**config.mk**
```make
export PLATFORM = sky130hd
export DESIGN_NAME = uart_rx_fifo_flat
export DESIGN_NICKNAME = d
export VERILOG_FILES = /design/src/rtl/uart_pkg.sv /design/src/rtl/uart_rx_fifo_if.sv /design/src/rtl/uart_rx_fifo.sv /design/src/flat_wrapper.sv
export SDC_FILE = /design/constraint.sdc
export NUM_CORES = 1
export LEC_CHECK = 0
export BUFFER_PORTS_ARGS = -buffer_cell sky130_fd_sc_hd__buf_4
export CORE_MARGIN = 2
export CORE_UTILIZATION = 55
export CTS_CLUSTER_SIZE = 40
export DETAILED_ROUTE_END_ITERATION = 6
export PLACE_DENSITY = 0.76
export SYNTH_ARGS = -nofsm -noshare
export SYNTH_HDL_FRONTEND = slang
export SYNTH_SLANG_ARGS = --single-unit
```
**constraint.sdc**
```tcl
create_clock -name clk -period 2.5 [get_ports clk]
set_input_delay 0.25 -clock clk [delete_from_list [all_inputs] [get_ports clk]]
set_output_delay 0.25 -clock clk [all_outputs]
set_load 0.05 [all_outputs]
```
**src/rtl/uart_pkg.sv**
```systemverilog
// Shared UART definitions used by the receiver, transmitter and their FIFOs.
package uart_pkg;
  localparam int unsigned UART_DATA_W = 8;
  typedef logic [UART_DATA_W-1:0] uart_byte_t;
endpackage

```
**src/rtl/uart_rx_fifo_if.sv**
```systemverilog
// Receiver-side and host-side handshake bundle for the UART RX FIFO.
interface uart_rx_fifo_if #(parameter int unsigned DEPTH = 16);
  import uart_pkg::*;
  localparam int unsigned CNT_W = $clog2(DEPTH) + 1;

  logic             flush;
  logic             in_valid;
  uart_byte_t       in_data;
  logic             in_ready;
  logic             out_valid;
  uart_byte_t       out_data;
  logic             out_ready;
  logic [CNT_W-1:0] count;
  logic             almost_full;

  // Receiver + host side
  modport master (
    output flush, in_valid, in_data, out_ready,
    input  in_ready, out_valid, out_data, count, almost_full
  );

  // FIFO side
  modport slave (
    input  flush, in_valid, in_data, out_ready,
    output in_ready, out_valid, out_data, count, almost_full
  );
endinterface

```
**src/rtl/uart_rx_fifo.sv**
```systemverilog
// First-word-fall-through byte FIFO between the UART receiver and the host port.
// Storage, pointers and occupancy count are kept inline; mem contents are not reset.
module uart_rx_fifo
  import uart_pkg::*;
#(
  parameter int unsigned DEPTH     = 16,
  parameter int unsigned AF_THRESH = 12
) (
  input  logic          clk,
  input  logic          rst,
  uart_rx_fifo_if.slave bus
);
  localparam int unsigned PTR_W = $clog2(DEPTH);
  localparam int unsigned CNT_W = PTR_W + 1;

  uart_byte_t       r_mem [DEPTH];
  logic [PTR_W-1:0] r_wr_ptr;
  logic [PTR_W-1:0] r_rd_ptr;
  logic [CNT_W-1:0] r_count;

  logic w_full;
  logic w_empty;
  logic w_push;
  logic w_pop;

  assign w_full  = (r_count == CNT_W'(DEPTH));
  assign w_empty = (r_count == '0);

  // Flush blocks both sides so neither transfer is taken on a flush cycle
  assign w_push = bus.in_valid && !w_full && !bus.flush;
  assign w_pop  = !w_empty && bus.out_ready && !bus.flush;

  assign bus.in_ready    = !w_full && !bus.flush;
  assign bus.out_valid   = !w_empty;
  assign bus.out_data    = r_mem[r_rd_ptr];
  assign bus.count       = r_count;
  assign bus.almost_full = (r_count >= CNT_W'(AF_THRESH));

  always_ff @(posedge clk or posedge rst) begin
    if (rst) begin
      r_wr_ptr <= '0;
      r_rd_ptr <= '0;
      r_count  <= '0;
    end else if (bus.flush) begin
      r_wr_ptr <= '0;
      r_rd_ptr <= '0;
      r_count  <= '0;
    end else begin
      if (w_push) r_wr_ptr <= r_wr_ptr + PTR_W'(1);
      if (w_pop)  r_rd_ptr <= r_rd_ptr + PTR_W'(1);
      case ({w_push, w_pop})
        2'b10:   r_count <= r_count + CNT_W'(1);
        2'b01:   r_count <= r_count - CNT_W'(1);
        default: r_count <= r_count;
      endcase
    end
  end

  always_ff @(posedge clk) begin
    if (w_push) r_mem[r_wr_ptr] <= bus.in_data;
  end
endmodule
```
**src/flat_wrapper.sv**
```systemverilog
// flat-port wrapper written by rule: the top's interface ports become plain ports
module uart_rx_fifo_flat import uart_pkg::*;
#(
  parameter int unsigned DEPTH     = 16,
  parameter int unsigned AF_THRESH = 12
)
  (clk, rst, bus_flush, bus_in_valid, bus_in_data, bus_out_ready, bus_in_ready, bus_out_valid, bus_out_data, bus_count, bus_almost_full);
  uart_rx_fifo_if #(.DEPTH(DEPTH)) bus_i ();
  input  logic clk;
  input  logic rst;
  input wire logic [$bits(bus_i.flush)-1:0] bus_flush;
  input wire logic [$bits(bus_i.in_valid)-1:0] bus_in_valid;
  input wire logic [$bits(bus_i.in_data)-1:0] bus_in_data;
  input wire logic [$bits(bus_i.out_ready)-1:0] bus_out_ready;
  output wire logic [$bits(bus_i.in_ready)-1:0] bus_in_ready;
  output wire logic [$bits(bus_i.out_valid)-1:0] bus_out_valid;
  output wire logic [$bits(bus_i.out_data)-1:0] bus_out_data;
  output wire logic [$bits(bus_i.count)-1:0] bus_count;
  output wire logic [$bits(bus_i.almost_full)-1:0] bus_almost_full;
  assign bus_i.flush = bus_flush;
  assign bus_i.in_valid = bus_in_valid;
  assign bus_i.in_data = bus_in_data;
  assign bus_i.out_ready = bus_out_ready;
  assign bus_in_ready = bus_i.in_ready;
  assign bus_out_valid = bus_i.out_valid;
  assign bus_out_data = bus_i.out_data;
  assign bus_count = bus_i.count;
  assign bus_almost_full = bus_i.almost_full;
  uart_rx_fifo #(.DEPTH(DEPTH), .AF_THRESH(AF_THRESH)) u_core (.clk(clk), .rst(rst), .bus(bus_i));
endmodule
```
==> Yosys cells after proc, flatten, opt, wreduce, memory -nomap -nowiden <==
Memory sizes are Yosys's and may differ from the RTL's.
Index checks and enable logic that the tools add are counted.
{ "totals": {"wordCells": 32, "mem_bits_rw": 128, "memories": 1, "out_inout_bits": 16, "reg_bits": 13} }
{ "memory_table": {"columns": ["name", "depth", "word_bits", "read_ports", "rd_ports_with_merged_regs", "wr", "line_no", "rtl"], "rows": [
  ["u_core.r_mem", 16, 8, 1, 0, 1, "uart_rx_fifo.sv:16", "uart_byte_t r_mem [DEPTH];"]
]} }
{ "op_classes": {"order_cmp": 1, "n_eq_ne": 3, "n_reduce_logical": 12, "add_sub_neg": 4, "n_mux": 8} }
{ "op_table": {"columns": ["op", "count"], "rows": [
  ["4-bit two-way mux", 4],
  ["5-bit case mux with 2 select lines", 1],
  ["4-bit by 1-bit adder with 4-bit output (second input constant)", 2],
  ["5-bit by 1-bit adder with 5-bit output (second input constant)", 1],
  ["5-bit == test (second input constant)", 1],
  ["5-bit by 4-bit >= comparator with 1-bit output (second input constant)", 1],
  ["1-bit logical AND", 5],
  ["5-bit logical NOT", 1],
  ["5-bit two-way mux", 1],
  ["5-bit by 1-bit subtractor with 5-bit output (second input constant)", 1],
  ["2-bit nonzero test", 2],
  ["1-bit logical NOT", 3],
  ["3-bit nonzero test", 1],
  ["2-bit by 1-bit == test with 1-bit output (second input constant)", 1],
  ["2-bit == test (second input constant)", 1],
  ["1-bit two-way mux", 2]
]} }

==> Logic depth before layout (Yosys ltp) <==
Gate-level depths: netlist (run 1).
{ "depth": {"depth_word": 7, "depth_mapped": 10, "ltp_nobuf": 9} }

==> Worst setup path before layout (run 1) <==
No wires, ideal clock.
{ "synth_timing": {"path_kind": "reg-to-reg", "startpoint": "reg u_core.r_count[3], in the netlist u_core.bus.count[3]", "endpoint": "reg u_core.r_count[3], in the netlist u_core.bus.count[3]", "t_required_ns": 2.373, "setup_ns": 0.127, "stages_incl_launch_ff": 11, "slack_ns": -0.383, "arrival_ns": 2.756, "cell_sequence": "dfrtp_1 -> or4_1 -> buf_6 -> o21ai_0 -> or3_1 -> inv_1 -> ha_1 -> a21o_2 -> a21oi_1 -> mux2i_1 -> mux2i_1"} }
{ "synth_between": {"elab_chain_cells": 7} }
{ "synth_lines": {"columns": ["element", "line_no", "rtl"], "rows": [
  ["start, declared", "uart_rx_fifo.sv:19", "logic [CNT_W-1:0] r_count;"],
  ["start signal, assigned", "uart_rx_fifo.sv:52", "2'b10: r_count <= r_count + CNT_W'(1);"],
  ["start signal, assigned", "uart_rx_fifo.sv:53", "2'b01: r_count <= r_count - CNT_W'(1);"],
  ["start signal, assigned", "uart_rx_fifo.sv:54", "default: r_count <= r_count;"],
  ["5-bit == test or 5-bit logical NOT (tied branches)", "uart_rx_fifo.sv:26, uart_rx_fifo.sv:27", null],
  ["1-bit logical NOT, on equally long branches", "uart_rx_fifo.sv:30, uart_rx_fifo.sv:31", null],
  ["1-bit logical AND, on equally long branches (2 in series)", "uart_rx_fifo.sv:30, uart_rx_fifo.sv:31", null],
  ["2-bit by 1-bit == test with 1-bit output or 2-bit == test (tied branches)", "uart_rx_fifo.sv:51", "case ({w_push, w_pop})"],
  ["5-bit case mux with 2 select lines", "uart_rx_fifo.sv:51", null],
  ["5-bit two-way mux", "uart_rx_fifo.sv:44", "end else if (bus.flush) begin"]
]} }
Several ways; a longest one is shown, not always the timed one.
A chain may end at the register's enable or synchronous reset.

==> Final worst setup path (run 1) <==
{ "layout_timing": {"startpoint": "reg u_core.r_rd_ptr[0]", "endpoint": "out bus_out_data[7]"} }
{ "layout_between": {"elab_chain_cells": 1} }
{ "layout_lines": {"columns": ["element", "line_no", "rtl"], "rows": [
  ["start, declared", "uart_rx_fifo.sv:18", "logic [PTR_W-1:0] r_rd_ptr;"],
  ["start signal, assigned", "uart_rx_fifo.sv:50", "if (w_pop) r_rd_ptr <= r_rd_ptr + PTR_W'(1);"],
  ["memory read 16 x 8 bit", null, null],
  ["end, declared", "flat_wrapper.sv:17", "output wire logic [$bits(bus_i.out_data)-1:0] bus_out_data;"]
]} }
Every way passes these cells.

==> metrics.cfg, run 1 <==
[status]
status=complete, no violations

[detailed_routing]
vias_per_cell=6.043
final_antenna_net_count=0
finalWirelength_um=13170
drc=0
first_pass_iters=5
vias=3493
drt_iter0_drc=247
post_drt_wl_per_cell_um=22.78

[synthesis]
syn_inst=357
syn-cell-area_um2=5912
synthDistinctLibCells=41
ys_seq_area_share_pct=70.52
yosys_warnings=0
ys_async_sr_fraction_pct=9.220
syn-num-nets=379
synth_top_cell_by_area=edfxtp_1
synth.top_cell.area_share_pct=65.02
synth_area_leaders=edfxtp_1 (65%), mux2i_1 (6.3%), mux4_2 (6.1%)
ys_seq_elements=141
synth-edff-count=128
synth-main-ff-cell=edfxtp_1
syn-mean-instance-area_um2=16.56

[floorplanning]
rows=37
core-area_um2=10370
io_pins=29
start_util_pct=57.01
die_y_um=107.7
dieArea_um2=11590
die_w_um=107.7

[sta]
worstMarginPinSlew_ns=0.5223
timing.fmax_mhz=400.3
worst_clock_skew_ns=0.004123
setup_viol=0
finalHoldViolCount=0
post-route-period-util_pct=99.92
grt_setup_unrepaired=yes
relSlewSlack_pct=65.14
drv_slew=0
setup_slack_ns=0.002109
period_minus_slack_ns=2.498

[placement]
portBuffers=28
place_hpwl_um=7604
dp_cells=526
preCtsSetupSlack_ns=0.06425
placed_cell_area_um2=6484
place_congestion=0.8062

[clocking]
clk_pin_slew_ns=0.06
cts_buffers=17
cts_htree_levels=4
clockBufferDepth=2
clkSinkCount=141
clk_latency_ns=0.52
cts_tree=yes
root_buffer=clkbuf_8

[setup_path]
cp-end-kind=output pin
path_cells=buf_12, clkbuf_16, mux2i_4, a221oi_2, a22oi_1, nand2_1, buf_6
cp.arrival_ns=2.25
cpPeakStageDelay_ns=0.44
critPathRequiredTime_ns=2.25
slowest_stage=dfrtp_2
crit_type=reg2out
crit_path_max_fanout=6
worstSetupStartpointType=flop

[global_route]
grt_antenna_before_repair=0
overflow=0
grtUsageTotal_pct=23.76
grt_max_degree=23
grt_pass1_wl_um=19420
grt_pass1_vias=3370

[finish]
multi_input_area_um2=1848
nets=451
design_area_um2=7500
num-fill-cells=641
register_area_um2=4178
num_antenna_cells=0
area_delta_synth_final_pct=26.86
fin_cells=578
drive_gt1_share_pct=36.88
fin_util_pct=72.32

[power_and_ir_drop]
ir_drop_mv=0.7438
p_per_area_nw_per_um2=980.5
power_mw=7.353
p_leak_nw=2.654

[hold_path]
min_path_type=in2reg

[job]
max-cap-violations=0

worst max-delay path, delay by kind of cell (launching register included):
family | cells | cell delay, ns
AOI/OAI and AO/OA | 2 | 0.51
muxes | 1 | 0.18
buffers and inverters | 3 | 0.48
and+or+nand+nor | 1 | 0.11
DFF | 1 | 0.44
layer usage:
| layer | GRT usage [%] | vias to the layer above | part of all wire (%) |
|---|---|---|---|
| met2 | 37.38 | 151 | 51 |
| li1 | - | 1542 | - |
| met4 | 10.16 | 0 | 2.7 |
| met5 | 0 | - | 0 |
| met1 | 32.07 | 1772 | 40 |
| met3 | 5.569 | 28 | 6.2 |
stage by stage:
step	hold WS, ns	TNS [ns]
3_3_place_gp	0.3097	0
3_5_place_dp	0.3299	0
2_1_floorplan	0.1266	-0.06669
6_report	0.03539	0
5_1_grt	0.04245	-0.3404
4_1_cts	0.01411	-0.006188
worst paths after layout:
| path | from | end | slack (ns) | cells past startpoint |
|---|---|---|---|---|
| worst max-delay path | u_core.r_rd_ptr[0] | bus_out_data[7] | 0.002 | 7 |
| worst min-delay path | bus_in_data[4] | u_core.r_mem[5][4] | 0.04 | 1 |
| worst max register to register | u_core.bus.count[1] | u_core.bus.count[4] | 0.09 | 9 |
| worst min register to register | u_core.r_wr_ptr[1] | u_core.r_wr_ptr[1] | 0.63 | 2 |
| max in group asynchronous | rst | u_core.r_rd_ptr[0] | 1.79 | 3 |
| min in group asynchronous | rst | u_core.bus.count[0] | 0.32 | 3 |
cell type report:
type	instances	area share, %
Clock buffer	21	5.722
Clock inverter	11	1.902
Inverter	10	0.5172
Multi-Input combinational cell	185	24.64
Sequential cell	141	55.71
Tap cell	136	2.269
Timing Repair Buffer	74	9.243
logic make-up (layout without fill, tap and decap cells):
family | after synthesis | after routing | synth area share (%)
xor gates and xnor gates | 7 | 7 | 1.037
muxes | 55 | 55 | 12.87
AOI/OAI and AO/OA | 51 | 51 | 6.603
and+or+nand+nor | 63 | 63 | 4.762
buffers and inverters | 31 | 116 | 2.180
DFF | 141 | 141 | 70.52
adders and majority gates | 9 | 9 | 2.032
state kept, by name (all words and copies together), names as in the netlist:
name / cells
u_core.r_rd_ptr: 4
u_core.r_mem: 128
u_core.r_wr_ptr: 4
u_core.bus.count: 5
placed cells by master (no fill, tap or decap), types with 5 or more instances in the layout:
| cell | netlist | final |
|---|---|---|
| o21ai_0 | 10 | 6 |
| mux4_2 | 16 | 16 |
| buf_4 | 0 | 58 |
| nand2_1 | 17 | 17 |
| edfxtp_1 | 128 | 128 |
| inv_1 | 9 | 8 |
| a22oi_1 | 8 | 5 |
| ha_1 | 8 | 7 |
| dfrtp_1 | 13 | 6 |
| dfrtp_2 | 0 | 7 |
| mux2i_1 | 37 | 34 |
| clkbuf_16 | 0 | 18 |
| buf_6 | 1 | 8 |
| nor2_1 | 27 | 26 |
| a221oi_2 | 0 | 14 |
power breakdown:
part	switching [mW]	leakage, nW	total (mW)	internal [mW]
logic	1.18	1.07	2.19	1.01
registers	0.0919	1.32	2.74	2.65
clock network	0.914	0.268	2.43	1.51
cell usage after synthesis (all sizes together) (2+ instances only):
master and n:
a21oi 6, and2 2, nor2 27, buf 6
edfxtp 128, inv 9, a211oi 2, xnor2 3
a22oi 8, mux2i 37, a221oi 16, clkbuf 15
o211ai 2, mux4 16, nand3 2, nor2b 3
mux2 2, xor2 4, a31oi 2, o21ai 10
nand2 17, nand2b 3, ha 8, dfrtp 13
nor3 4
timing repair:
item,CTS,global route
gates resized for setup,27,20
pin swaps,7,13
setup buffers,3,14
hold buffers,1,0
setup endpoints to repair,8,10
hold endpoints to repair,13,0
gates cloned,1,2
No activity file was read; power rests on OpenSTA's default activity.
==> run 2, diff against run 1 <==
--- a/config.mk
+++ b/config.mk
@@ -11,6 +11,7 @@
 export CTS_CLUSTER_SIZE = 40
 export DETAILED_ROUTE_END_ITERATION = 6
 export PLACE_DENSITY = 0.76
+export RECOVER_POWER = 50
 export SYNTH_ARGS = -nofsm -noshare
 export SYNTH_HDL_FRONTEND = slang
 export SYNTH_SLANG_ARGS = --single-unit
==> run 2 against run 1 <==
The run now ends with setup timing left; clock power about the same; sequential power about the same; maximum frequency down 0.23%; clock-buffer cell count unchanged; worst hold slack better by 0.017 ns; final cell count unchanged; sequential share of layout area up 0.27 points; via count about the same; largest cell class unchanged; routed wire length about the same; critical endpoint is now bus_out_data[1].
==> metrics.cfg, run 2 (synthesis gave the netlist of run 1 again) <==
[clocking]
root_buffer=clkbuf_8  ; unchanged
cts_htree_levels=4  ; unchanged
clk_latency_ns=0.53  ; was 0.52 ns
cts_buffers=17  ; unchanged
clockBufferDepth=2  ; unchanged
cts_tree=yes  ; unchanged
clkSinkCount=141  ; unchanged
clk_pin_slew_ns=0.06  ; about the same

[power_and_ir_drop]
ir_drop_mv=0.7175  ; was 0.7438 mV
p_per_area_nw_per_um2=984.3  ; was 980.5 nW/µm²
pwr-share-comb_pct=29.5  ; was 29.7%
p_leak_nw=2.618  ; was 2.654 nW
clkPwrFrac_pct=33.2  ; was 33.0%
p_int_mw=5.152  ; was 5.172 mW
power_mw=7.344  ; was 7.353 mW
p_sw_mw=2.192  ; was 2.182 mW
p_sw_share_pct=29.84  ; was 29.67%
pwr-share-seq_pct=37.3  ; was 37.2%

[finish]
num_antenna_cells=0  ; unchanged
drive_gt1_share_pct=34.39  ; was 36.88%
final_common_cell=edfxtp_1  ; unchanged
largest_reg_flops=128  ; unchanged
nets=451  ; unchanged
top_register=u_core.r_mem  ; unchanged
area_delta_synth_final_pct=26.20  ; was 26.86%
final_cell_mix=edfxtp_1 (128), buf_4 (47), mux2i_1 (34)  ; was edfxtp_1 (128), buf_4 (58), mux2i_1 (34)
design_area_um2=7461  ; was 7500 µm²

[setup_path]
critPathRequiredTime_ns=2.25  ; about the same
crit_type=reg2out  ; unchanged
crit_path_max_fanout=6  ; unchanged
rr_startpoint=u_core.bus.count[1]  ; unchanged
worstSetupStartpointType=flop  ; unchanged
cp.arrival_ns=2.25  ; about the same
crit_path_start=u_core.r_rd_ptr[0]  ; unchanged
cp-end-kind=output pin  ; unchanged

[floorplanning]
dieArea_um2=11590  ; unchanged
io_pins=29  ; unchanged
rows=37  ; unchanged
die_y_um=107.7  ; unchanged
start_util_pct=57.01  ; unchanged
die_w_um=107.7  ; unchanged
core-area_um2=10370  ; unchanged

[sta]
setup_viol=1  ; was 0
setup_slack_ns=-0.003686  ; was 0.002109 ns
period_minus_slack_ns=2.504  ; was 2.498 ns
worstMarginPinSlew_ns=0.7403  ; was 0.5223 ns
whs_ns=0.05252  ; was 0.03539 ns
worst_clock_skew_ns=0.004580  ; was 0.004123 ns
finalHoldViolCount=0  ; unchanged
post-route-period-util_pct=100.1  ; was 99.92%
tns_ns=-0.003686  ; was 0 ns
relSlewSlack_pct=50.65  ; was 65.14%
timing.fmax_mhz=399.4  ; was 400.3 MHz
drv_slew=0  ; unchanged
grt_setup_unrepaired=yes  ; unchanged

[detailed_routing]
first_pass_iters=5  ; unchanged
drc=0  ; unchanged
finalWirelength_um=13180  ; was 13170 µm
final_antenna_net_count=0  ; unchanged
vias_per_cell=6.045  ; was 6.043
drt_iter0_drc=226  ; was 247
post_drt_wl_per_cell_um=22.80  ; was 22.78 µm
vias=3494  ; was 3493

[global_route]
grt_antenna_before_repair=0  ; unchanged
grt_max_degree=23  ; unchanged
grt_pass1_vias=3370  ; unchanged
grtUsageTotal_pct=23.76  ; unchanged
overflow=0  ; unchanged
grt_pass1_wl_um=19420  ; unchanged

[placement]
portBuffers=28  ; unchanged
placed_cell_area_um2=6484  ; unchanged
preCtsSetupSlack_ns=0.06425  ; unchanged
place_hpwl_um=7604  ; unchanged
place_congestion=0.8062  ; unchanged

[status]
violations=setup timing
status=complete, but fails checks  ; was complete, no violations

[hold_path]
min_path_type=in2reg  ; unchanged
min_from=bus_flush  ; was bus_in_data[4]

[job]
max-cap-violations=0  ; unchanged

## run 2: changes by cell type in the layout (fill, tap and decap cells not counted), sizes merged
cell,before,now
clkbuf,23,34
buf,71,60
## run 2: path summary, 6_finish.rpt
kind / to / slack [ns] / depth (start not counted)
worst max register to register: u_core.bus.count[4] / 0.07 / 9
worst min-delay path: u_core.r_wr_ptr[3] / 0.05 / 2
worst min register to register: u_core.r_wr_ptr[1] / 0.62 / 2
min in group asynchronous: u_core.bus.count[1] / 0.32 / 3
worst max-delay path: bus_out_data[1] / -0.004 / 7
max in group asynchronous: u_core.r_rd_ptr[0] / 1.80 / 3
## run 2: per-layer routing
layer | global-route usage (%) | vias to the layer above | wire (µm)
met5 | 0 | - | 0
met4 | 10.16 | 0 | 406
met3 | 5.569 | 36 | 798
met2 | 37.38 | 149 | 6705
met1 | 32.07 | 1767 | 5265
li1 | - | 1542 | -
## run 2: area by class of cell
type,instances,area [µm²]
timing repair buffer,74,655.6
fill,654,2909
clock inverter,11,142.6
tap,136,170.2
clock buffer,21,429.2
sequential,141,4177
inverter,10,38.79
multi-input combinational,185,1848
## run 2: stage by stage
step	util (%)	cells
floorplan	-	357
CTS	70.10	563
global route	71.95	578
global placement	62.52	526
finish	71.95	578
detailed placement	62.52	526
## run 2: timing repair
item	in CTS	in global routing
gates resized for setup	27	20
setup buffers	3	14
setup endpoints to repair	8	10
cloned	1	2
pin swaps	7	13
hold buffers	1	0
endpoints found under the hold margin	13	0
## run 2: power groups by stage
| stage | clock network (mW) | logic (mW) | registers [mW] |
|---|---|---|---|
| finish | 2.44 | 2.17 | 2.74 |
| global route | 2.55 | 2.28 | 2.75 |
| CTS | 2.46 | 1.98 | 2.74 |
| detailed placement | 0 | 1.77 | 2.79 |
| global placement | 0 | 1.75 | 2.78 |
| floorplan | 0 | 1.23 | 2.83 |
## run 2: worst max-delay path, stage by stage (launching register included)
cell,delay [ns]
dfrtp_2,0.44
buf_12,0.16
buf_16,0.14
mux2i_4,0.19
a221oi_4,0.32
a22oi_1,0.14
nand2_1,0.15
buf_6,0.18
